==> src/rtl/blend_mult_scheduler.sv <==
// Time-multiplexes one shared 8x8 multiplier to blend two pixel streams:
// y = hi(p1*w1) + hi(p2*w2), with valid/ready handshakes and frame counting.
module blend_mult_scheduler #(
  parameter int NPIX     = 270000,
  parameter bit SATURATE = 1'b0,
  localparam int CW      = (NPIX > 1) ? $clog2(NPIX) : 1
) (
  input  logic          clk,
  input  logic          rst,
  input  logic          s_valid,
  output logic          s_ready,
  input  logic [7:0]    p1,
  input  logic [7:0]    p2,
  input  logic [7:0]    w1,
  input  logic [7:0]    w2,
  output logic [7:0]    mul_a,
  output logic [7:0]    mul_b,
  input  logic [15:0]   mul_y,
  output logic          m_valid,
  input  logic          m_ready,
  output logic [7:0]    y,
  output logic [CW-1:0] pix_cnt,
  output logic          frame_done
);

  typedef enum logic [1:0] {IDLE, MUL1, MUL2, OUT} state_t;

  state_t        state_q, state_d;
  logic [7:0]    p2_q, p2_d, w2_q, w2_d, r1_q, r1_d;
  logic [7:0]    mul_a_q, mul_a_d, mul_b_q, mul_b_d, y_q, y_d;
  logic          m_valid_q, m_valid_d, frame_done_q, frame_done_d;
  logic [CW-1:0] cnt_q, cnt_d;
  logic [8:0]    sum;
  logic          mul_lo_unused;

  // Only the high byte of each product contributes to the blend.
  assign mul_lo_unused = ^mul_y[7:0];

  always_comb begin
    state_d      = state_q;
    p2_d         = p2_q;
    w2_d         = w2_q;
    r1_d         = r1_q;
    mul_a_d      = mul_a_q;
    mul_b_d      = mul_b_q;
    y_d          = y_q;
    m_valid_d    = m_valid_q;
    cnt_d        = cnt_q;
    frame_done_d = 1'b0;
    sum          = {1'b0, r1_q} + {1'b0, mul_y[15:8]};
    unique case (state_q)
      IDLE: begin
        if (s_valid) begin
          p2_d    = p2;
          w2_d    = w2;
          mul_a_d = p1;
          mul_b_d = w1;
          state_d = MUL1;
        end
      end
      MUL1: begin
        r1_d    = mul_y[15:8];
        mul_a_d = p2_q;
        mul_b_d = w2_q;
        state_d = MUL2;
      end
      MUL2: begin
        y_d       = (SATURATE && sum[8]) ? 8'hFF : sum[7:0];
        m_valid_d = 1'b1;
        state_d   = OUT;
      end
      OUT: begin
        if (m_ready) begin
          m_valid_d = 1'b0;
          state_d   = IDLE;
          if (cnt_q == CW'(NPIX - 1)) begin
            cnt_d        = '0;
            frame_done_d = 1'b1;
          end else begin
            cnt_d = cnt_q + CW'(1);
          end
        end
      end
      default: state_d = IDLE;
    endcase
  end

  always_ff @(posedge clk) begin
    if (rst) begin
      state_q      <= IDLE;
      p2_q         <= '0;
      w2_q         <= '0;
      r1_q         <= '0;
      mul_a_q      <= '0;
      mul_b_q      <= '0;
      y_q          <= '0;
      m_valid_q    <= 1'b0;
      cnt_q        <= '0;
      frame_done_q <= 1'b0;
    end else begin
      state_q      <= state_d;
      p2_q         <= p2_d;
      w2_q         <= w2_d;
      r1_q         <= r1_d;
      mul_a_q      <= mul_a_d;
      mul_b_q      <= mul_b_d;
      y_q          <= y_d;
      m_valid_q    <= m_valid_d;
      cnt_q        <= cnt_d;
      frame_done_q <= frame_done_d;
    end
  end

  assign s_ready    = (state_q == IDLE) && !rst;
  assign mul_a      = mul_a_q;
  assign mul_b      = mul_b_q;
  assign m_valid    = m_valid_q;
  assign y          = y_q;
  assign pix_cnt    = cnt_q;
  assign frame_done = frame_done_q;

endmodule

==> config.mk <==
export PLATFORM = sky130hd
export DESIGN_NAME = blend_mult_scheduler
export DESIGN_NICKNAME = d
export VERILOG_FILES = /design/src/rtl/blend_mult_scheduler.sv
export SDC_FILE = /design/constraint.sdc
export NUM_CORES = 1
export LEC_CHECK = 0
export CORE_MARGIN = 2
export CORE_UTILIZATION = 47
export CTS_BUF_LIST = sky130_fd_sc_hd__clkbuf_16
export CTS_CLUSTER_DIAMETER = 30
export DETAILED_ROUTE_END_ITERATION = 6
export PLACE_DENSITY = 0.8
export REMOVE_ABC_BUFFERS = 1
export SETUP_SLACK_MARGIN = 0.15
export SYNTH_ARGS = -nofsm -noshare
export SYNTH_HDL_FRONTEND = slang
export SYNTH_SLANG_ARGS = --single-unit
==> constraint.sdc <==
create_clock -name clk -period 2.06 [get_ports clk]
set_clock_uncertainty 0.2 [all_clocks]
set_input_delay 0.412 -clock clk [delete_from_list [all_inputs] [get_ports clk]]
set_output_delay 0.412 -clock clk [all_outputs]
set_load 0.01 [all_outputs]
Word-level counts from Yosys, hierarchy flattened
Index checks and enable logic that the tools add are counted.

$add $sub $neg: 2. Reduce and logical (&&, ||, !) cells: 11. Bitwise operators: 2. Multiplexer cells: 11. Equality and inequality tests: 6.

Operators by type and width (count): $pmux W8 S2 (2); $add A19 B1 Y19 const B (1); $eq A19 B19 Y1 const B (1); $mux W19 (1); $mux W8 (2); $reduce_and A2 Y1 (5); $add A8 B8 Y8 (1); $pmux W2 S4 (1); $eq A2 B2 Y1 const B (2); $mux W2 (2); $ne A2 B2 Y1 const B (2); $reduce_bool A2 Y1 (2); $reduce_or A3 Y1 (1); $eq A2 B1 Y1 const B (1); $logic_not A2 Y1 (1); $mux W1 (2); $not A1 Y1 (2); $pmux W1 S2 (1); $logic_and A1 B1 Y1 (1); $logic_not A1 Y1 (1).

Output and inout bits: 46. Logic and storage cells: 42. Bits of input ports: 52. Flip-flop bits (word level): 71.

Depth between registers and ports, before layout
Word-level depth: 3. Gate-level depth with buffers: 8. Gate-level depth less buffers: 7.

Worst setup path after synthesis
Ideal clock, no wire load.

Path kind: reg-to-reg. From: register cnt_q[4] (netlist: pix_cnt[4]). To: register cnt_q[12] (netlist: pix_cnt[12]). Data required time: 1.745 ns. Data arrival time: 1.644 ns. Setup time: 0.115 ns. Cell stages (with the launch flop): 6. Path buffers: 1. Clock period less this slack: 1.959 ns. Slack: 0.101 ns. Cells stage by stage: dfxtp_1 -> nor4b_2 -> nand4_2 -> o41ai_4 -> buf_6 -> nor2_2.

Cells in the longest elaborated chain, start to end: 2. Elaborated cells between the ends (all ways): 3. Those cells by class: add/sub (1); eq/ne (1); mux (1).

Ends and longest elaborated chain: start, declared (line 32) `logic [CW-1:0] cnt_q, cnt_d;`; start signal, assigned (line 109) `cnt_q <= cnt_d;`; $add A19 B1 Y19 / $eq A19 B19 Y1 (equally long branches) (line 80, 76); $mux W19 (*) (line 76) `if (cnt_q == CW'(NPIX - 1)) begin`.

Mark *: on every way between the ends. The rest lies on a longest branch, timed or not. A chain may end at the register's enable or synchronous reset.

Worst setup path after layout
From: input m_ready. To: register cnt_q[17] (netlist: pix_cnt[17]).

Cells in the longest elaborated chain, start to end: 1.

Ends and longest elaborated chain: start, declared (line 20) `input logic m_ready,`; $reduce_and A2 Y1 (no line).

Every way passes these cells.

==> metrics.csv <==
metric,value,unit
#FFs+latches synth,71,
die height,87.93,um
# diodes,0,
"critical path, cell by cell",clkdlybuf4s50_1 > and4_1 > nand2_2 > or4_4 > a21oi_2,
RSZ-0062 raised after global routing,true,
first-pass GRT wire length,13.99,mm
crit path capture type,flip-flop,
Clk pwr share,0.302,
Reg-to-Reg Start,pix_cnt[15],
peak supply drop,0.7268,mV
grt total ovfl,0,
Max stage delay on crit path,0.54,ns
GRT Resource Usage Total,0.2331,
Netlist cell types,49,
final worst path period need,1.940,ns
# H-tree levels,3,
most frequent cell after synthesis,dfxtp_1,
leak pwr,1.930,nW
post-synthesis average cell area,8.948,um2
"Reg clk slew, reported paths",0.06,ns
status,completed,
Initial Util,0.4873,
Root Driver,clkbuf_16,
vias per cell,5.358,
Setup CP Type,in2reg,
post-DP HPWL,6.064,mm
Mapped Area,0.003311,mm2
NetSw,1.785,mW
final non-filler cell total,583,
Rel. slew slack,0.7137,
CTS tree,built,
DRC Markers,0,
Final ANT Viol Nets,0,
Skew-Pair Late Insertion Delay,0.33,ns
Crit path max-delay family,simple AND/OR/NAND/NOR gates,
switching share of total power,0.3229,
worst hold path startpoint,w2_q[7],
DR iter-0 viols,123,
total negative slack,0,ns
HP Class,reg2reg,
final period utilization,0.9417,
fin area,0.004915,mm2
IO Count,98,
final setup violation count,0,
ys async rst share,0,
"top cells by area, synth","dfxtp_1, mux2i_1, nand2_1",
"Area growth, synth to finish",48.45,%
Final GP Congestion,0.8483,
CP arrival,1.99,ns
Post-synth EDFFs,0,
Vias,3124,
crit path max-delay cell type,or4_4,
maxcap violations,0,
die area,0.007732,mm2
vias in the first global route,3042,
final-report hold violation count,0,
clock sinks,71,
Cells after DPL,564,
Max Clock Freq,515.5,MHz
fin. max-slew vios,0,
Slew @ Worst Pin,0.4294,ns
yosys warns,0,
pwr dens,1125,mW/mm2
Port Buffer Count,89,
final core utilization,0.7234,
Setup WS pre-CTS,-0.4202,ns
Internal,3.743,mW
predominant post-synthesis flop cell,dfxtp_1,
Routed Wire Length,8.860,mm
core area,0.006794,mm2
final-stage net count,548,
number of buffers created by CTS,9,
initial antenna violation count,0,
most frequent cells after synthesis,"dfxtp_1, nand2_1, nor2_1, a21oi_1, mux2i_1",
TritonRoute pass-1 iters,4,
Startpoint Class,primary input,
CP Launch Point,m_ready,
layout cells sized above 1,0.1971,
PnR worst setup slack,0.1201,ns
sequential power share,0.334,
pin count of the biggest net entering global routing,40,
DR WL/cell,15.20,um
"area leader, netlist",dfxtp_1,
crit-path max FO,8,
sequential share of the synthesized area,0.4293,
FP Rows,30,
crit path buf inv count,1,
post-synth top area share,0.4293,
cells after synthesis,370,
CP Data Required Time,2.11,ns
die width,87.93,um
Post-CTS Hold Buffers,0,
Area after DPL,0.004453,mm2
Gate power share,0.364,
Max Root-Sink Buffers,2,
==> final timing paths <==
| kind | to | slack (ns) | depth (start not counted) |
|---|---|---|---|
| worst max-delay path | pix_cnt[17] | 0.12 | 5 |
| worst min-delay path | w2_q[7] | 0.25 | 2 |
| worst max register to register | pix_cnt[13] | 0.13 | 4 |
| worst min register to register | w2_q[7] | 0.25 | 2 |
==> tightest hold or removal path, cell delays in order (launching register included) <==
cell	delay [ns]
dfxtp_1	0.31
nand2_1	0.05
a21oi_1	0.05
==> cell families after synthesis <==
| family | count (synthesis) | share of synthesized area |
|---|---|---|
| flip-flops | 71 | 0.4293 |
| XOR/XNOR | 12 | 0.03175 |
| AND/OR/NAND/NOR | 140 | 0.2132 |
| buffers and inverters | 30 | 0.03741 |
| adder cells (fa/ha/maj) | 14 | 0.05518 |
| AO/OA/AOI/OAI | 76 | 0.1516 |
| multiplexers | 27 | 0.08163 |
==> layout make-up <==
type / instances / area [um2]
clock buffer: 9 / 225.2
clock inverter: 7 / 96.34
fill: 514 / 1879
inverter: 12 / 45.04
multi-input combinational: 269 / 1861
sequential: 71 / 1441
tap: 96 / 120.1
timing repair buffer: 119 / 1126
==> what timing repair did <==
item / 4_1_cts / 5_1_grt
setup buffers: 2 / 1
endpoints found under the setup margin: 37 / 28
pin swaps: 3 / 7
gates resized for setup: 34 / 22
==> layout by cell type, fill, tap and decap left out, types with 2 or more instances in the layout <==
cell and count:
a211oi_1 18, a21oi_1 29, a21oi_2 2, and2_1 2, and4_1 4, buf_2 2, buf_4 27, buf_6 2
bufinv_16 2, clkbuf_16 9, clkdlybuf4s50_1 74, clkinvlp_4 2, dfxtp_1 55, dfxtp_2 16, dlygate4sd2_1 8, dlymetal6s2s_1 4
ha_1 6, ha_2 3, ha_4 4, inv_1 11, inv_2 2, inv_6 2, mux2i_1 27, nand2_1 47
nand3_1 8, nand4_1 7, nor2_1 35, nor2_2 10, nor3_1 3, nor4_1 3, nor4b_1 2, o21a_1 2
o21ai_0 8, o31ai_1 4, or3_1 3, or4_1 3, xnor2_1 4, xor2_1 8
==> stage by stage <==
| stage | hold WS (ns) | power, mW |
|---|---|---|
| floorplan | 0.2300 | 2.909 |
| global placement | 0.2410 | 3.723 |
| detailed placement | 0.2466 | 3.790 |
| CTS | 0.2544 | 5.513 |
| global route | 0.2773 | 5.837 |
| finish | 0.2536 | 5.527 |
==> per-layer routing <==
| layer | part of all wire | vias to the layer above | global-route usage |
|---|---|---|---|
| li1 | - | 1548 | - |
| met1 | 0.42 | 1474 | 0.2776 |
| met2 | 0.52 | 82 | 0.4084 |
| met3 | 0.036 | 20 | 0.03676 |
| met4 | 0.024 | 0 | 0.1119 |
| met5 | 0 | - | 0 |
==> power groups by stage <==
stage / clock [mW] / sequential [mW] / combinational (mW)
2_1_floorplan: 0 / 1.91 / 1.00
3_3_place_gp: 0 / 1.84 / 1.89
3_5_place_dp: 0 / 1.85 / 1.94
4_1_cts: 1.69 / 1.83 / 1.99
5_1_grt: 1.75 / 1.88 / 2.21
6_report: 1.67 / 1.84 / 2.01
==> flip-flops by register name (all words and copies together), names as in the netlist <==
signal / count
mul_b: 8
m_valid: 1
y: 8
r1_q: 8
frame_done: 1
state_q: 2
pix_cnt: 19
mul_a: 8
p2_q: 8
w2_q: 8
(Power assumes the default switching activity.)
==> RTL change: new RTL, config.mk and constraints unchanged <==
Encoding of `state_t`: now one-hot (4 bits for 4 states).
--- a/src/rtl/blend_mult_scheduler.sv
+++ b/src/rtl/blend_mult_scheduler.sv
@@ -23,7 +23,7 @@
   output logic          frame_done
 );
 
-  typedef enum logic [1:0] {IDLE, MUL1, MUL2, OUT} state_t;
+  typedef enum logic [3:0] {IDLE = 4'b0001, MUL1 = 4'b0010, MUL2 = 4'b0100, OUT = 4'b1000} state_t;
 
   state_t        state_q, state_d;
   logic [7:0]    p2_q, p2_d, w2_q, w2_d, r1_q, r1_d;
Check against the original RTL: same outputs for any inputs over 10 cycles, from zero or initial values and one cycle with rst high; not proved beyond that.
==> RTL change against the original RTL <==
Final area increased by 4.5%; die area increased by 1.9%; routed wire length increased by 7.5%; sequential cell count increased by 2; setup slack got worse by 0.096 ns; synthesized area increased by 2.0%; largest cell class unchanged.
Power is not compared: it rests on default switching activity, and its combinational part moved more than twofold at a synthesized area within 25%.
==> RTL change: results (changes against the original RTL) <==
* Total Routing Usage GR at 23.2% (-0.083 points)
* Placed insts at 587 (+4.1%)
* Placed inst area at 4570 um2 (+2.6%)
* Hold crit path type: input pin to flip-flop
* Drt first-iter violations at 237 (+93%)
* Post-DP HPWL at 6070 um (+0.12%)
* Placer Congestion at 0.838 (-1.3%)
* Vias per cell at 5.54 (+3.5%)
* Setup WS pre-CTS at -0.398 ns (+0.0220 ns)
* Skew-Pair Late Insertion Delay at 0.33 ns (about the same)
* Largest net degree at the start of global routing at 42 (+5.0%)
* H-tree Lvls at 3 (unchanged)
* CP max FO at 2 (-6)
* Status: finished clean
* Non-Filler Instances at 612 (+5.0%)
* P_leak at 2.12 nW
* Slowest CP cell: or4b_4
* Sequential element share of the synthesized area at 43.3% (+0.33 points)
* Setup ws final at 0.0239 ns (-0.0962 ns)
* Top cells by count, synth: 73 x dfxtp_1, 64 x nand2_1, 42 x a21oi_1, 36 x nor2_1, 18 x a211oi_1
* Crit path max-delay family: simple AND/OR/NAND/NOR gates
* First-pass GRT wire length at 14400 um (+3.3%)
* Drt pass-1 iters at 5 (+1)
* WP data arrival at 1.42 ns (-0.57 ns)
* Vias in the first global route at 3235 (+6.3%)
* Antenna diodes at 0 (unchanged)
* Avg Cell Area, Syn at 8.71 um2 (-2.7%)
* Max stage delay on crit path at 0.56 ns (+0.02 ns)
* TritonCTS buffer count at 9 (unchanged)
* PortBufs at 89 (unchanged)
* Max FFs per register at 19 (unchanged)
* VDD IR max at 0.481 mV
* Initial antenna violation count at 0 (unchanged)
* Top cells by area, synth: dfxtp_1 43%, nand2_1 7.1%, a21oi_1 6.2%
* Fraction of registers with async set/reset at 0% (unchanged)
* Layout cell share with drive strength beyond 1 at 19.8% (+0.055 points)
* Synth warnings at 0 (unchanged)
* Netlist cell types at 46 (-6.1%)
* Total Routed Length at 9520 um (+7.5%)
* Internal Power at 2.95 mW
* Clk slew on worst S/H paths at 0.06 ns (about the same)
* Clk root buf: clkbuf_16
* Nets at 572 (+4.4%)
* Clock buffer depth at 2 (unchanged)
* Least-Margin Pin Slew at 0.374 ns (-0.0553 ns)
==> RTL change: final timing paths <==
| kind | from | end | slack (ns) | cells past startpoint |
|---|---|---|---|---|
| worst min register to register | w2_q[6] | w2_q[6] | 0.25 | 2 |
| worst max register to register | state_q[3] | pix_cnt[15] | 0.14 | 6 |
| worst min-delay path | mul_y[12] | r1_q[4] | 0.18 | 3 |
| worst max-delay path | state_q[2] | s_ready | 0.02 | 3 |
==> RTL change: power groups by stage <==
stage	sequential [mW]	combinational, mW	clock, mW
3_5_place_dp	1.58	0.645	0
2_1_floorplan	1.61	0.272	0
5_1_grt	1.56	0.770	1.75
4_1_cts	1.55	0.661	1.68
6_report	1.55	0.713	1.67
3_3_place_gp	1.58	0.630	0
==> RTL change: area by class of cell <==
type | count | area (um2)
sequential | 73 | 1480
multi-input combinational | 286 | 1900
tap | 96 | 120
clock inverter | 7 | 95.1
inverter | 7 | 26.3
clock buffer | 9 | 225
fill | 505 | 1740
timing repair buffer | 134 | 1290
==> RTL change: repair_timing <==
action | in CTS | in global routing
endpoints found under the hold margin | 0 | 0
resized for setup | 41 | 30
endpoints found under the setup margin | 36 | 49
pin swaps | 17 | 5
gates cloned | 1 | 2
buffers inserted | 4 | 2
==> RTL change: layer usage <==
layer / vias to the layer above / global-route usage [%] / wire (um)
met2: 132 / 39.8 / 4790
met5: - / 0 / 0
li1: 1630 / - / -
met3: 20 / 4.20 / 477
met1: 1611 / 28.3 / 4070
met4: 0 / 10.6 / 185
==> RTL change: kinds of logic after synthesis <==
group,count (synthesis),synth area share (%)
AND/OR/NAND/NOR,158,24.6
AO/OA/AOI/OAI,92,17.1
flip-flops,73,43.3
buffers and inverters,30,4.22
multiplexers,16,4.74
XOR/XNOR,10,2.59
adder cells (fa/ha/maj),9,3.56
